File: src/rtl/regfile_pkg.sv
// ----------------------------------------------------------------------------
// regfile_pkg
//   Shared definitions for the integer register file, its writeback sources
//   and the write-port arbiter.
//   Contents:
//     XLEN, REG_ADDR_WIDTH, REG_ZERO : architectural register file geometry
//     wb_req_t                       : one writeback request {port, data}
//     MAX_REQ, popcount_req()        : helpers for the write-port arbiter
// ----------------------------------------------------------------------------
package regfile_pkg;

    localparam int XLEN           = 32;
    localparam int REG_ADDR_WIDTH = 5;
    localparam logic [REG_ADDR_WIDTH-1:0] REG_ZERO = 5'd0;

    // Largest supported number of writeback requesters.
    localparam int MAX_REQ = 8;

    typedef struct packed {
        logic [REG_ADDR_WIDTH-1:0] port;
        logic [XLEN-1:0]           data;
    } wb_req_t;

    // Number of set bits in a request vector, zero-extended to MAX_REQ bits.
    function automatic logic [3:0] popcount_req(input logic [MAX_REQ-1:0] v);
        logic [3:0] n;
        n = '0;
        for (int i = 0; i < MAX_REQ; i++) begin
            n = n + 4'(v[i]);
        end
        return n;
    endfunction

endpackage

File: src/rtl/regfile_write_arbiter_if.sv
// ----------------------------------------------------------------------------
// regfile_write_arbiter_if
//   Bundles the writeback request handshake and the register file write port.
//   Signals:
//     stall        : suppresses grants for the cycle
//     req_valid    : per-requester pending write
//     req_port     : per-requester destination index (slice i = requester i)
//     req_data     : per-requester write value (slice i = requester i)
//     req_ready    : one-hot grant back to the requesters
//     write_enable : register file write strobe
//     write_port   : register file write index
//     write_data   : register file write value
//     grant_id     : requester that produced the current write
//   Modports:
//     master : writeback side / register file side (drives requests)
//     slave  : the arbiter (drives ready and the write port)
// ----------------------------------------------------------------------------
interface regfile_write_arbiter_if #(
    parameter int NUM_REQ    = 3,
    parameter int DATA_WIDTH = 32,
    parameter int ADDR_WIDTH = 5
);

    localparam int GID_WIDTH = $clog2(NUM_REQ);

    logic                          stall;
    logic [NUM_REQ-1:0]            req_valid;
    logic [NUM_REQ*ADDR_WIDTH-1:0] req_port;
    logic [NUM_REQ*DATA_WIDTH-1:0] req_data;
    logic [NUM_REQ-1:0]            req_ready;
    logic                          write_enable;
    logic [ADDR_WIDTH-1:0]         write_port;
    logic [DATA_WIDTH-1:0]         write_data;
    logic [GID_WIDTH-1:0]          grant_id;

    modport master (
        output stall, req_valid, req_port, req_data,
        input  req_ready, write_enable, write_port, write_data, grant_id
    );

    modport slave (
        input  stall, req_valid, req_port, req_data,
        output req_ready, write_enable, write_port, write_data, grant_id
    );

endinterface

File: src/rtl/rr_arbiter.sv
// ----------------------------------------------------------------------------
// rr_arbiter
//   Generic NUM_REQ-way round-robin arbiter. The search starts at rr_ptr and
//   wraps modulo NUM_REQ; after a grant to g the pointer moves to g+1 so the
//   winner becomes lowest priority next time.
//   Ports:
//     clock, reset_n : clock, asynchronous active-low reset
//     req            : request vector
//     enable         : when low, no grant is issued and the pointer holds
//     grant          : one-hot grant (all zero while reset_n is low)
//     grant_idx      : index of the granted requester
//     grant_valid    : a grant is issued this cycle
// ----------------------------------------------------------------------------
module rr_arbiter #(
    parameter int NUM_REQ = 3,
    parameter int IDX_WIDTH = $clog2(NUM_REQ)
) (
    input  logic                 clock,
    input  logic                 reset_n,
    input  logic [NUM_REQ-1:0]   req,
    input  logic                 enable,
    output logic [NUM_REQ-1:0]   grant,
    output logic [IDX_WIDTH-1:0] grant_idx,
    output logic                 grant_valid
);

    localparam logic [IDX_WIDTH-1:0] LAST_IDX  = IDX_WIDTH'(NUM_REQ - 1);
    localparam logic [IDX_WIDTH:0]   NUM_REQ_W = (IDX_WIDTH + 1)'(NUM_REQ);

    logic [IDX_WIDTH-1:0] rr_ptr;

    always_comb begin
        logic [IDX_WIDTH:0]   sum;
        logic [IDX_WIDTH-1:0] idx;
        // NOTE: every output gets a default before any branch, so no path
        // leaves a value unassigned and no latch is inferred.
        grant       = '0;
        grant_idx   = '0;
        grant_valid = 1'b0;
        sum         = '0;
        idx         = '0;
        // reset_n gates the grant so requesters never see ready during reset.
        if (enable && reset_n) begin
            for (int k = 0; k < NUM_REQ; k++) begin
                sum = {1'b0, rr_ptr} + (IDX_WIDTH + 1)'(k);
                if (sum >= NUM_REQ_W) begin
                    sum = sum - NUM_REQ_W;
                end
                idx = sum[IDX_WIDTH-1:0];
                if (!grant_valid && req[idx]) begin
                    grant[idx]  = 1'b1;
                    grant_idx   = idx;
                    grant_valid = 1'b1;
                end
            end
        end
    end

    // NOTE: state registers use non-blocking assignments so every flop
    // samples pre-edge values regardless of process ordering.
    always_ff @(posedge clock or negedge reset_n) begin
        if (!reset_n) begin
            rr_ptr <= '0;
        end else if (grant_valid) begin
            rr_ptr <= (grant_idx == LAST_IDX) ? '0 : grant_idx + IDX_WIDTH'(1);
        end
    end

endmodule

File: src/rtl/regfile_write_arbiter.sv
// ----------------------------------------------------------------------------
// regfile_write_arbiter
//   Shares the register file's single write port between NUM_REQ writeback
//   sources. A round-robin arbiter picks one valid requester per cycle; the
//   winner's index and value are captured in a registered output stage, so
//   the register file sees the write one cycle after the handshake. Writes to
//   x0 are accepted but never strobed. A saturating counter tracks cycles in
//   which two or more sources competed for the port.
//   Ports:
//     clock, reset_n  : clock, asynchronous active-low reset
//     bus (slave)     : request handshake and register file write port
//     collision_count : saturating count of cycles with >= 2 valid requests
// ----------------------------------------------------------------------------
module regfile_write_arbiter
    import regfile_pkg::*;
#(
    parameter int NUM_REQ    = 3,
    parameter int DATA_WIDTH = XLEN,
    parameter int ADDR_WIDTH = REG_ADDR_WIDTH,
    parameter int CNT_WIDTH  = 16
) (
    input  logic                    clock,
    input  logic                    reset_n,
    regfile_write_arbiter_if.slave  bus,
    output logic [CNT_WIDTH-1:0]    collision_count
);

    localparam int GID_WIDTH = $clog2(NUM_REQ);

    logic [NUM_REQ-1:0]    grant;
    logic [GID_WIDTH-1:0]  grant_idx;
    logic                  grant_valid;
    logic [ADDR_WIDTH-1:0] sel_port;
    logic [DATA_WIDTH-1:0] sel_data;
    logic                  collision;

    rr_arbiter #(
        .NUM_REQ   (NUM_REQ),
        .IDX_WIDTH (GID_WIDTH)
    ) u_rr_arbiter (
        .clock       (clock),
        .reset_n     (reset_n),
        .req         (bus.req_valid),
        .enable      (!bus.stall),
        .grant       (grant),
        .grant_idx   (grant_idx),
        .grant_valid (grant_valid)
    );

    assign bus.req_ready = grant;

    // Winner's fields; only consumed when grant_valid is high.
    assign sel_port = bus.req_port[int'(grant_idx) * ADDR_WIDTH +: ADDR_WIDTH];
    assign sel_data = bus.req_data[int'(grant_idx) * DATA_WIDTH +: DATA_WIDTH];

    // Contention is measured on raw valids, independent of stall.
    assign collision = popcount_req(MAX_REQ'(bus.req_valid)) >= 4'd2;

    // Output stage: port/data/id hold between transfers; only the strobe is
    // cleared, and it stays low for x0 so register 0 is never written.
    always_ff @(posedge clock or negedge reset_n) begin
        if (!reset_n) begin
            bus.write_enable <= 1'b0;
            bus.write_port   <= '0;
            bus.write_data   <= '0;
            bus.grant_id     <= '0;
        end else if (grant_valid) begin
            bus.write_enable <= (sel_port != ADDR_WIDTH'(REG_ZERO));
            bus.write_port   <= sel_port;
            bus.write_data   <= sel_data;
            bus.grant_id     <= grant_idx;
        end else begin
            bus.write_enable <= 1'b0;
        end
    end

    always_ff @(posedge clock or negedge reset_n) begin
        if (!reset_n) begin
            collision_count <= '0;
        end else if (collision && !(&collision_count)) begin
            collision_count <= collision_count + CNT_WIDTH'(1);
        end
    end

endmodule

File: src/flat_wrapper.sv
// flat-port wrapper written by rule: the top's interface ports become plain ports
module regfile_write_arbiter_flat import regfile_pkg::*;
#(
    parameter int NUM_REQ    = 3,
    parameter int DATA_WIDTH = XLEN,
    parameter int ADDR_WIDTH = REG_ADDR_WIDTH,
    parameter int CNT_WIDTH  = 16
)
  (clock, reset_n, collision_count, bus_stall, bus_req_valid, bus_req_port, bus_req_data, bus_req_ready, bus_write_enable, bus_write_port, bus_write_data, bus_grant_id);
  regfile_write_arbiter_if #(.NUM_REQ(NUM_REQ), .DATA_WIDTH(DATA_WIDTH), .ADDR_WIDTH(ADDR_WIDTH)) bus_i ();
  input  logic clock;
  input  logic reset_n;
  output logic [CNT_WIDTH-1:0] collision_count;
  input wire logic [$bits(bus_i.stall)-1:0] bus_stall;
  input wire logic [$bits(bus_i.req_valid)-1:0] bus_req_valid;
  input wire logic [$bits(bus_i.req_port)-1:0] bus_req_port;
  input wire logic [$bits(bus_i.req_data)-1:0] bus_req_data;
  output wire logic [$bits(bus_i.req_ready)-1:0] bus_req_ready;
  output wire logic [$bits(bus_i.write_enable)-1:0] bus_write_enable;
  output wire logic [$bits(bus_i.write_port)-1:0] bus_write_port;
  output wire logic [$bits(bus_i.write_data)-1:0] bus_write_data;
  output wire logic [$bits(bus_i.grant_id)-1:0] bus_grant_id;
  assign bus_i.stall = bus_stall;
  assign bus_i.req_valid = bus_req_valid;
  assign bus_i.req_port = bus_req_port;
  assign bus_i.req_data = bus_req_data;
  assign bus_req_ready = bus_i.req_ready;
  assign bus_write_enable = bus_i.write_enable;
  assign bus_write_port = bus_i.write_port;
  assign bus_write_data = bus_i.write_data;
  assign bus_grant_id = bus_i.grant_id;
  regfile_write_arbiter #(.NUM_REQ(NUM_REQ), .DATA_WIDTH(DATA_WIDTH), .ADDR_WIDTH(ADDR_WIDTH), .CNT_WIDTH(CNT_WIDTH)) u_core (.clock(clock), .reset_n(reset_n), .bus(bus_i), .collision_count(collision_count));
endmodule
File: config.mk
export PLATFORM = sky130hd
export DESIGN_NAME = regfile_write_arbiter_flat
export DESIGN_NICKNAME = d
export VERILOG_FILES = /design/src/rtl/regfile_pkg.sv /design/src/rtl/regfile_write_arbiter_if.sv /design/src/rtl/rr_arbiter.sv /design/src/rtl/regfile_write_arbiter.sv /design/src/flat_wrapper.sv
export SDC_FILE = /design/constraint.sdc
export NUM_CORES = 1
export LEC_CHECK = 0
export ABC_CLOCK_PERIOD_IN_PS = 6700
export BUFFER_PORTS_ARGS = -buffer_cell sky130_fd_sc_hd__buf_4
export CAP_MARGIN = 20
export CORE_AREA = 4 4 97 99
export DETAILED_ROUTE_END_ITERATION = 7
export DIE_AREA = 0 0 101 103
export HOLD_SLACK_MARGIN = 0.08
export PLACE_DENSITY = 0.73
export SLEW_MARGIN = 10
export SYNTH_ARGS = -nofsm -noshare
export SYNTH_HDL_FRONTEND = slang
export SYNTH_SLANG_ARGS = --single-unit
File: constraint.sdc
create_clock -name clock -period 6.7 [get_ports clock]
set_input_delay 1.34 -clock clock [delete_from_list [all_inputs] [get_ports clock]]
set_output_delay 1.34 -clock clock [all_outputs]
set_load 0.01 [all_outputs]
# Yosys cells after proc, flatten, opt, wreduce, memory -nomap -nowiden
# Cells that the tools add are included.
# totals
regBits,58
latch_bits,0
mem_bits_rw,0
rom_bits,0
input_bits,117
wordCells,80
mem_count,0
# classes
n_addsub,9
mul,1
n_div,0
n_lt_le_gt_ge,10
n_eq_ne,1
shifts,2
mux,36
bitwise_logic,2
reduce_logical,13
# op_table
op,count
96-bit by 8-bit indexed part select with 32-bit output,1
15-bit by 32-bit indexed part select with 5-bit output,1
2-bit two-way mux,11
3-bit two-way mux,6
16-bit by 1-bit adder with 16-bit output (second input constant),1
16-bit AND reduction,1
1-bit two-way mux,13
2-bit by 3-bit < comparator with 1-bit output (second input constant),3
1-bit logical AND,7
1-bit binary-select mux with 2-bit select,3
1-bit demux with 2-bit select,3
2-bit by 1-bit >= comparator with 1-bit output (second input constant),3
3-bit by 2-bit >= comparator with 1-bit output (second input constant),2
3-bit OR,2
2-bit subtractor (second input constant),3
2-bit by 3-bit multiplier with 5-bit output (second input constant),1
5-bit nonzero test,1
4-bit by 1-bit adder with 4-bit output,1
4-bit by 2-bit >= comparator with 1-bit output (second input constant),1
1-bit logical NOT,4
2-bit by 1-bit adder with 3-bit output (second input constant),1
2-bit by 2-bit adder with 3-bit output (second input constant),1
1-bit by 1-bit adder with 2-bit output,1
2-bit by 1-bit adder with 2-bit output (second input constant),1
other kinds (2),2

# Longest topological paths before layout
# Gate-level depths: netlist of the first run.
# depth
ltp_word,19
depth_mapped,11
mapped_depth_nobuf,8

# Cells and area by module
# Synthesis of the first run repeated with hierarchy kept, for this count alone.
# unflattened
hier_cells,380
area_unflattened_um2,3462.1
# by_module_without_submodules
mod,instances,cells_per_inst,area_per_inst_um2,seq_area_each_um2
regfile_write_arbiter,1,316,2994.1,1401.3
rr_arbiter,1,64,467.9,50.0

# Worst setup path before layout of the first run
# OpenSTA, ideal clock, no wires.
# synth_path
path_type,in2out
from,input port reset_n
to,output port bus_req_ready[2]
arrival_ps,2514
required_time_ps,5360
setup_slack_ps,2846
cell_stages,5
path_cell_list,nor2b_1 clkbuf_1 buf_1 o31ai_1 a21oi_1
# synth_via
elab_chain_len,2
# synth_lines
item,line_no,rtl
from (decl),flat_wrapper.sv:12,input logic reset_n;
1-bit logical AND,rr_arbiter.sv:43,if (enable && reset_n) begin
3-bit two-way mux,rr_arbiter.sv:43,
to (decl),flat_wrapper.sv:18,output wire logic [$bits(bus_i.req_ready)-1:0] bus_req_ready;
# No other way between the ends.

# Final worst setup path of the first run
# layout_path
from,input port bus_req_valid[0]
to,output port bus_req_ready[0]
# layout_via
elab_chain_len,12
# layout_lines
item,line_no,rtl
from (decl),flat_wrapper.sv:15,input wire logic [$bits(bus_i.req_valid)-1:0] bus_req_valid;
1-bit binary-select mux with 2-bit select,rr_arbiter.sv:50,if (!grant_valid && req[idx]) begin
1-bit two-way mux (implied by the code),rr_arbiter.sv:50,
1-bit two-way mux,rr_arbiter.sv:50,
1-bit two-way mux,rr_arbiter.sv:43,
1-bit logical NOT,rr_arbiter.sv:50,
1-bit logical AND,rr_arbiter.sv:50,
1-bit two-way mux,rr_arbiter.sv:50,
1-bit two-way mux,rr_arbiter.sv:43,
1-bit logical NOT,rr_arbiter.sv:50,
1-bit logical AND,rr_arbiter.sv:50,
3-bit two-way mux *,rr_arbiter.sv:50,
3-bit two-way mux *,rr_arbiter.sv:43,
# Mark *: on every way between the ends. The rest lies on a longest branch, timed or not. The select of a mux whose other input is x is not followed.

==> flow_metrics.tcl, run 1 <==
set metrics [dict create \
    crit_arrival_ns 2.75 \
    rsz0062_at_grt "no" \
    gr-total-overflow 0 \
    clock_skew_ns 0.00786 \
    worstMarginPinSlew_ns 1.08 \
    tns_ns 0 \
    firstDrtPassIters 5 \
    grt_usage 0.208 \
    num_antenna_cells 0 \
    syn_nets 523 \
    multi_input_area_mm2 0.00172 \
    cts.sinks 58 \
    vdd_drop_max_mv 0.176 \
    async_reset_ff_frac 1.00 \
    synth_edf_count 0 \
    synthCells 400 \
    cts-resized-gates 0 \
    first_global_vias 3623 \
    cts_tree "done" \
    dieHeight_um 103 \
    cp.required_ns 5.36 \
    place_inst 664 \
    synth_area_per_cell_um2 8.72 \
    clk_pin_slew_ns 0.07 \
    path_class "in -> out" \
    final_net_count 690 \
    seq_area_mm2 0.00145 \
    h-tree-depth 3 \
    slew_violations 0 \
    yosys_warnings 0 \
    ant_nets 0 \
    status "finished, final reports clean" \
    fin_ws_ns 2.61 \
    final_cells 680 \
    grt_max_degree 81 \
    hold_viol 0 \
    start_util 0.408 \
    vias 3689 \
    clk_path_buf_depth 2 \
    core_area_mm2 0.00855 \
    ys_types 48 \
    cap_viol_max_count 0 \
    route.detailed.drc 0 \
    synth-main-ff-cell "dfrtp_1" \
    synth-seq-area-share 0.416 \
    fp.dieW_um 101 \
    max_freq_mhz 245 \
    period_share 0.610 \
    cts_inserted_buffers 9 \
    period_needed_ns 4.09 \
    via_per_inst 5.43 \
    hp-class "reg -> reg" \
    place_congestion 0.899 \
    power_density_mw_per_mm2 416 \
    syn_to_final_growth_pct 46.6 \
    antenna_found_initial 0 \
    rows 34 \
    leakagePower_nw 2.59 \
    drt_iter0_markers 126 \
    grt_pass1_wl_mm 17.2 \
    nFillCells 776 \
    drive_above_1_share 0.374 \
    dp_hpwl_mm 8.30 \
    die-area_mm2 0.0104 \
    io_pins 176 \
    clk_latency_ns 0.33 \
    critPathLaunchType "input pin" \
    routedWlPerCell_um 16.5 \
    postCtsSetupRepairBufs 0 \
    synth-seq-cells 58 \
    hold_buffers 0 \
    relSlewSlack 0.275 \
    endpoint_kind "output port" \
    io_buffer_count 175 \
    setup_viol 0 \
    pre_cts_slack_ns 2.54 \
    root_buffer "clkbuf_8" \
    syn_area_mm2 0.00349 \
    path_max_fanout 6 \
    wl_mm 11.2 \
]
[critical path: stages]
cell and delay [ns]:
buf_4 0.13, mux2_4 0.29, mux2i_1 0.43, nor2_1 0.08, a311oi_1 0.30, buf_4 0.18
[registers in the layout, summed over array words and instances, names as in the netlist]
register and flops:
u_core.bus.write_port 5, u_core.u_rr_arbiter.rr_ptr 2, u_core.bus.write_data 32, u_core.collision_count 16, u_core.bus.grant_id 2, u_core.bus.write_enable 1
[per-layer routing]
layer | part of all wire | up-vias | track usage
li1 | - | 1760 | -
met1 | 0.38 | 1730 | 0.251
met2 | 0.50 | 178 | 0.350
met3 | 0.10 | 21 | 0.0731
met4 | 0.015 | 0 | 0.0634
met5 | 0 | - | 0
[Yosys cell counts (2+ instances only)]
cell type	instances	share of area
dfrtp_1	58	0.42
inv_1	58	0.062
nand2_1	55	0.059
o21ai_0	43	0.062
a22oi_1	36	0.078
o32ai_1	29	0.073
clkbuf_1	17	0.018
nor2_1	13	0.014
xnor2_1	9	0.023
ha_1	6	0.022
a21oi_1	5	0.0072
nand4_1	5	0.0090
xor2_1	5	0.013
and2_1	4	0.0072
nor2b_1	4	0.0072
a221oi_2	3	0.013
buf_2	3	0.0043
buf_4	3	0.0065
mux2_2	3	0.0097
mux2i_1	3	0.0086
nand3_1	3	0.0043
nand3b_1	3	0.0065
a41oi_1	2	0.0050
buf_1	2	0.0022
mux2_4	2	0.0086
nor4_1	2	0.0036
o211ai_1	2	0.0043
or2_2	2	0.0036
[where the power goes]
| part | internal, mW | total, mW | switching [mW] |
|---|---|---|---|
| Sequential | 0.492 | 0.602 | 0.110 |
| Combinational | 0.512 | 1.17 | 0.657 |
| Clock | 0.218 | 0.354 | 0.136 |
[final timing paths]
check / startpoint / slack (ns) / cells after the start / endpoint
setup / recovery: bus_req_valid[0] / 2.61 / 6 / bus_req_ready[0]
hold / removal: u_core.bus.write_data[2] / 0.48 / 2 / u_core.bus.write_data[2]
setup reg to reg: u_core.u_rr_arbiter.rr_ptr[1] / 3.24 / 10 / u_core.bus.write_data[15]
hold reg to reg: u_core.bus.write_data[2] / 0.48 / 2 / u_core.bus.write_data[2]
max in group asynchronous: reset_n / 5.13 / 1 / u_core.bus.write_data[26]
min in group asynchronous: reset_n / 1.09 / 1 / u_core.collision_count[4]
[area by class of cell]
type / count / area share
clock buffers: 11 / 0.0276
clock inverters: 5 / 0.0152
inverters: 58 / 0.0426
multi-input cells: 258 / 0.337
flip-flops and latches: 58 / 0.284
well taps: 108 / 0.0264
repair buffers: 182 / 0.267
[per-stage QoR]
| step | total power [mW] | hold WS, ns | util | instance area, µm² |
|---|---|---|---|---|
| 6_report | 2.13 | 0.482 | 0.598 | 5110 |
| 3_3_place_gp | 1.74 | 0.463 | 0.572 | 4890 |
| 2_1_floorplan | 1.29 | 0.499 | - | 3490 |
| 3_5_place_dp | 1.77 | 0.472 | 0.572 | 4890 |
| 4_1_cts | 2.13 | 0.487 | 0.598 | 5110 |
| 5_1_grt | 2.27 | 0.517 | 0.598 | 5110 |
[cell families after synthesis]
kind of cell               synth area share
DFF                                   0.416
and+or+nand+nor                       0.131
buffers and inverters                0.0969
muxes                                0.0269
AOI/OAI and AO/OA                     0.272
adders and majority gates            0.0215
xor gates and xnor gates             0.0352
[placed cells by master (no fill, tap or decap), types with 4 or more instances in the layout]
cell type  count
clkbuf_8      10
nand2_1       55
a21oi_1        4
nand4_1        5
and2_1         4
nor2_1        13
inv_1         58
o32ai_1       29
buf_4        182
o21ai_0       43
xnor2_1        9
xor2_1         5
ha_1           6
dfrtp_1       58
a22oi_1       36
Note: power is estimated with default switching activity, not from simulation.
==> run 2, diff against run 1 <==
--- a/config.mk
+++ b/config.mk
@@ -5,7 +5,7 @@
 export SDC_FILE = /design/constraint.sdc
 export NUM_CORES = 1
 export LEC_CHECK = 0
-export ABC_CLOCK_PERIOD_IN_PS = 6700
+export ABC_CLOCK_PERIOD_IN_PS = 4200
 export BUFFER_PORTS_ARGS = -buffer_cell sky130_fd_sc_hd__buf_4
 export CAP_MARGIN = 20
 export CORE_AREA = 4 4 97 99
==> constraint.sdc (replaced) <==
create_clock -name clock -period 4.2 [get_ports clock]
set_input_delay 0.84 -clock clock [delete_from_list [all_inputs] [get_ports clock]]
set_output_delay 0.84 -clock clock [all_outputs]
set_load 0.01 [all_outputs]
==> run 2 against run 1 <==
Compared with the run above: cell count grew 0.15%; critical path depth grew 1; critical endpoint unchanged; clock power grew 21%.
==> flow_metrics.tcl, run 2 (synthesized netlist as in run 1, its figures left out) <==
set metrics [dict create \
    fp.dieW_um 101 \
    num_antenna_cells 0 \
    endpoint_kind "output port" \
    final_net_count 691 \
    start_util 0.408 \
    io_buffer_count 175 \
    critPathLaunchType "register" \
    max_stage_delay_ns 0.45 \
    r2r_end "u_core.bus.write_data[4]" \
    via_per_inst 5.31 \
    max_freq_mhz 305 \
    grt_use_met2 0.380 \
    h-tree-depth 3 \
    crit_arrival_ns 2.43 \
    routedWlPerCell_um 16.7 \
    power_density_mw_per_mm2 640 \
    rows 34 \
    drt_iter0_markers 130 \
    ant_nets 0 \
    final_cell_mix "183 x buf_4, 58 x inv_1, 58 x dfrtp_1" \
    vdd_drop_max_mv 0.234 \
    io_pins 176 \
    cap_viol_max_count 0 \
    leakagePower_nw 2.57 \
    dieHeight_um 103 \
    slew_violations 0 \
    syn_to_final_growth_pct 45.3 \
    first_global_vias 3622 \
    cts-resized-gates 0 \
    route.detailed.drc 0 \
    grt_pass1_wl_mm 17.6 \
    relSlewSlack 0.414 \
    grtUsageMet3 0.0595 \
    wl_mm 11.4 \
    period_share 0.779 \
    postLayoutCellArea_mm2 0.00507 \
    largest_register_ffs 32 \
    clk_latency_ns 0.32 \
    path_max_fanout 7 \
    holdWs_ns 0.442 \
    cts.sinks 58 \
    hold_buffers 0 \
    core_area_mm2 0.00855 \
    worstMarginPinSlew_ns 0.875 \
    r2r_slack_ns 1.14 \
    root_buffer "clkbuf_8" \
    regMostFlops "u_core.bus.write_data" \
    place_area_mm2 0.00490 \
    final_common_cell "buf_4" \
    cp.required_ns 3.36 \
    firstDrtPassIters 5 \
    gr-total-overflow 0 \
    cts_tree "done" \
    setup_viol 0 \
    grt.busiest_layer "met2" \
    cts_inserted_buffers 9 \
    clk_path_buf_depth 2 \
    antenna_found_initial 0 \
    grt.met1_usage 0.254 \
    slowest_stage "mux2i_1" \
    clk_pin_slew_ns 0.06 \
    tns_ns 0 \
    place_congestion 0.875 \
    grt_max_degree 81 \
    postCtsSetupRepairBufs 0 \
    rsz0062_at_grt "no" \
    vias 3614 \
    r2r-start "u_core.u_rr_arbiter.rr_ptr[1]" \
    hold_viol 0 \
    worstPathCellList "inv_1, ha_1, mux2_4, mux2i_1, nor2_1, a311oi_1, buf_4" \
    drive_above_1_share 0.372 \
    clock_skew_ns 0.00797 \
    grt_usage 0.215 \
    path_class "reg -> out" \
    status "finished, final reports clean" \
    reg_top3 "u_core.bus.write_data: 32 flops, u_core.collision_count: 16 flops, u_core.bus.write_port: 5 flops" \
    dp_hpwl_mm 8.77 \
    hp-class "in -> async" \
    period_needed_ns 3.27 \
    ff2ff_path_depth 9 \
    die-area_mm2 0.0104 \
]
==> run 2: cell count changes in the layout (fill, tap and decap cells not counted), sizes merged <==
cell      previous run  this run
buf                182       183
bufinv               2         0
clkbuf              11        13
clkinv               2         3
clkinvlp             1         0
==> run 2: stage by stage <==
step | utilization | worst slack, ns | power [mW] | instances
2_1_floorplan | - | 1.35 | 2.06 | 400
3_3_place_gp | 0.573 | 1.07 | 2.77 | 665
3_5_place_dp | 0.573 | 0.975 | 2.83 | 665
4_1_cts | 0.592 | 0.900 | 3.27 | 681
5_1_grt | 0.592 | 0.729 | 3.49 | 681
6_report | 0.592 | 0.927 | 3.24 | 681
==> run 2: area by class of cell <==
type	instances	area, µm²
fillers	753	3480
multi-input cells	258	1720
flip-flops and latches	58	1450
repair buffers	183	1370
inverters	58	218
clock buffers	13	149
well taps	108	135
clock inverters	3	15.0
==> run 2: worst max path at each step <==
stage | from | endpoint | cells after the start
floorplan | reset_n | bus_req_ready[2] | 5
global placement | bus_req_valid[0] | u_core.bus.write_enable | 8
detailed placement | bus_req_valid[0] | u_core.bus.write_enable | 8
CTS | u_core.u_rr_arbiter.rr_ptr[1] | bus_req_ready[0] | 7
global route | u_core.u_rr_arbiter.rr_ptr[1] | bus_req_ready[0] | 7
finish | u_core.u_rr_arbiter.rr_ptr[1] | bus_req_ready[0] | 7
==> run 2: where the power goes <==
part	internal, mW	switching (mW)	total, mW	leakage [nW]
combinational	0.817	1.03	1.85	1.76
sequential	0.786	0.178	0.964	0.727
clock	0.228	0.201	0.429	0.0872
==> run 2: layer usage <==
metal	part of all wire	vias to the layer above
met2	0.52	142
met4	0.0095	0
met3	0.083	12
li1	-	1755
met5	0	-
met1	0.39	1705
==> run 2: critical path: cells and delay by family (launching register included) <==
family,cells,cell delay (ns)
AOI/OAI and AO/OA,1,0.27
adders and majority gates,1,0.29
buffers and inverters,2,0.26
DFF,1,0.42
muxes,2,0.80
and+or+nand+nor,1,0.08
==> run 3, diff against run 2 <==
--- a/config.mk
+++ b/config.mk
@@ -5,7 +5,7 @@
 export SDC_FILE = /design/constraint.sdc
 export NUM_CORES = 1
 export LEC_CHECK = 0
-export ABC_CLOCK_PERIOD_IN_PS = 4200
+export ABC_CLOCK_PERIOD_IN_PS = 3300
 export BUFFER_PORTS_ARGS = -buffer_cell sky130_fd_sc_hd__buf_4
 export CAP_MARGIN = 20
 export CORE_AREA = 4 4 97 99
==> constraint.sdc (replaced) <==
create_clock -name clock -period 3.3 [get_ports clock]
set_input_delay 0.66 -clock clock [delete_from_list [all_inputs] [get_ports clock]]
set_output_delay 0.66 -clock clock [all_outputs]
set_load 0.01 [all_outputs]
==> run 3 against run 2 <==
Compared with the run above: highest routed layer unchanged; routed wire length down 3.1%; total power up 29%; non-clock buffer count up 4.
==> flow_metrics.tcl, run 3 (synthesized netlist as in run 1, its figures left out) <==
set metrics [dict create \
    status "finished, final reports clean" \
    final_cells 685 \
    antenna_found_initial 0 \
    min_path_cells 2 \
    r2r-start "u_core.u_rr_arbiter.rr_ptr[1]" \
    cap_viol_max_count 0 \
    max_freq_mhz 328 \
    drive_above_1_share 0.380 \
    p_int_mw 2.39 \
    reg_top3 "u_core.bus.write_data: 32 flops, u_core.collision_count: 16 flops, u_core.bus.write_port: 5 flops" \
    p_sw_frac 0.430 \
    route.met3.wl_um 985 \
    drt_iter0_markers 97 \
    die-area_mm2 0.0104 \
    num_antenna_cells 0 \
    place_congestion 0.851 \
    via_per_inst 5.19 \
    fin_ws_ns 0.252 \
    rows 34 \
    cp.required_ns 2.64 \
    fp.dieW_um 101 \
    slowest_stage "dfrtp_1" \
    period_needed_ns 3.05 \
    rsz0062_at_grt "no" \
    multi_input_area_mm2 0.00172 \
    grt_pass1_wl_mm 17.1 \
    path_class "reg -> out" \
    final_net_count 695 \
    hold_viol 0 \
    vdd_drop_max_mv 0.356 \
    pre_cts_slack_ns 0.414 \
    post-route-util 0.600 \
    largest_register_ffs 32 \
    max_stage_delay_ns 0.41 \
    cts.sinks 58 \
    min_delay_worst_endpoint "u_core.bus.write_data[13]" \
    holdWs_ns 0.479 \
    regMostFlops "u_core.bus.write_data" \
    grt_max_degree 77 \
    seq_area_mm2 0.00145 \
    postCtsSetupRepairBufs 0 \
    r2r_slack_ns 0.42 \
    dp_hpwl_mm 8.54 \
    path_max_fanout 7 \
    hold_buffers 0 \
    dieHeight_um 103 \
    period_share 0.924 \
    worstMarginPinSlew_ns 0.894 \
    wl_met2_mm 5.46 \
    place_inst 669 \
    first_global_vias 3540 \
    gr-total-overflow 0 \
    top_layer "met4" \
    grt_usage 0.210 \
    route.detailed.drc 0 \
    r2r_end "u_core.bus.write_data[29]" \
    sequentialPowerShare 0.292 \
    cts_inserted_buffers 9 \
    clk_pin_slew_ns 0.06 \
    p_switching_mw 1.80 \
    cts-resized-gates 0 \
    ff2ff_path_depth 9 \
    power_density_mw_per_mm2 817 \
    fin_total_pwr_mw 4.19 \
    cts_tree "done" \
    root_buffer "clkbuf_8" \
    final_common_cell "buf_4" \
    wl_met1_mm 4.41 \
    wl_mm 11.0 \
    clk_path_buf_depth 2 \
    hp-start "u_core.bus.write_data[13]" \
    core_area_mm2 0.00855 \
    routedWlPerCell_um 16.1 \
    power_frac_clock 0.136 \
    worstPathCellList "inv_1, ha_1, mux2_2, mux2i_1, nand3_1, a311oi_1, buf_4" \
    postLayoutCellArea_mm2 0.00513 \
    io_pins 176 \
    crit_arrival_ns 2.39 \
    clock_skew_ns 0.00345 \
    h-tree-depth 3 \
    place_area_mm2 0.00496 \
    clk_latency_ns 0.32 \
    io_buffer_count 175 \
    firstDrtPassIters 4 \
    start_util 0.408 \
    endpoint_kind "output port" \
    final_cell_mix "185 x buf_4, 58 x inv_1, 58 x dfrtp_1" \
    relSlewSlack 0.402 \
    p_comb_frac 0.572 \
    hp-class "reg -> reg" \
    syn_to_final_growth_pct 47.1 \
    leakagePower_nw 2.60 \
    nFillCells 764 \
    setup_viol 0 \
    critPathLaunchType "register" \
    ant_nets 0 \
    vias 3554 \
    slew_violations 0 \
    tns_ns 0 \
]
==> run 3: cell types whose count changed in the layout (fill, tap and decap cells not counted), sizes merged <==
cell      previous run  this run
clkinvlp             0         2
buf                183       187
clkbuf              13        11
==> run 3: critical path: cells and delay by family (launching register included) <==
family,cells,cell delay [ns]
AOI/OAI and AO/OA,1,0.34
DFF,1,0.41
and+or+nand+nor,1,0.11
buffers and inverters,2,0.27
adders and majority gates,1,0.30
muxes,2,0.64
==> run 3: layout make-up <==
cell class,instances,area share
Sequential cell,58,0.283
Clock buffer,11,0.0276
Tap cell,108,0.0263
Multi-Input combinational cell,258,0.336
Inverter,58,0.0424
Timing Repair Buffer,187,0.279
Clock inverter,5,0.00586
==> run 3: power groups by stage <==
stage                     clock network, mW  logic (mW)  registers (mW)
after floorplan                           0        1.31            1.31
after global placement                    0        2.40            1.21
after detailed placement                  0        2.41            1.23
after CTS                             0.584        2.41            1.22
after global routing                  0.616        2.65            1.27
final                                 0.570        2.40            1.22
==> run 3: metal layers <==
| metal | GRT usage | up-vias |
|---|---|---|
| li1 | - | 1763 |
| met1 | 0.252 | 1624 |
| met2 | 0.358 | 151 |
| met3 | 0.0656 | 16 |
| met4 | 0.0685 | 0 |
| met5 | 0 | - |
==> run 3: how the worst max path moves through the flow <==
stage	startpoint	to	slack [ns]	depth (start not counted)
floorplan	reset_n	bus_req_ready[2]	0.81	5
global route	u_core.u_rr_arbiter.rr_ptr[1]	bus_req_ready[0]	0.09	8
CTS	u_core.u_rr_arbiter.rr_ptr[1]	bus_req_ready[0]	0.20	8
finish	u_core.u_rr_arbiter.rr_ptr[1]	bus_req_ready[0]	0.25	7
detailed placement	u_core.u_rr_arbiter.rr_ptr[1]	u_core.bus.write_data[29]	0.41	9
global placement	u_core.u_rr_arbiter.rr_ptr[1]	u_core.bus.write_data[16]	0.48	9
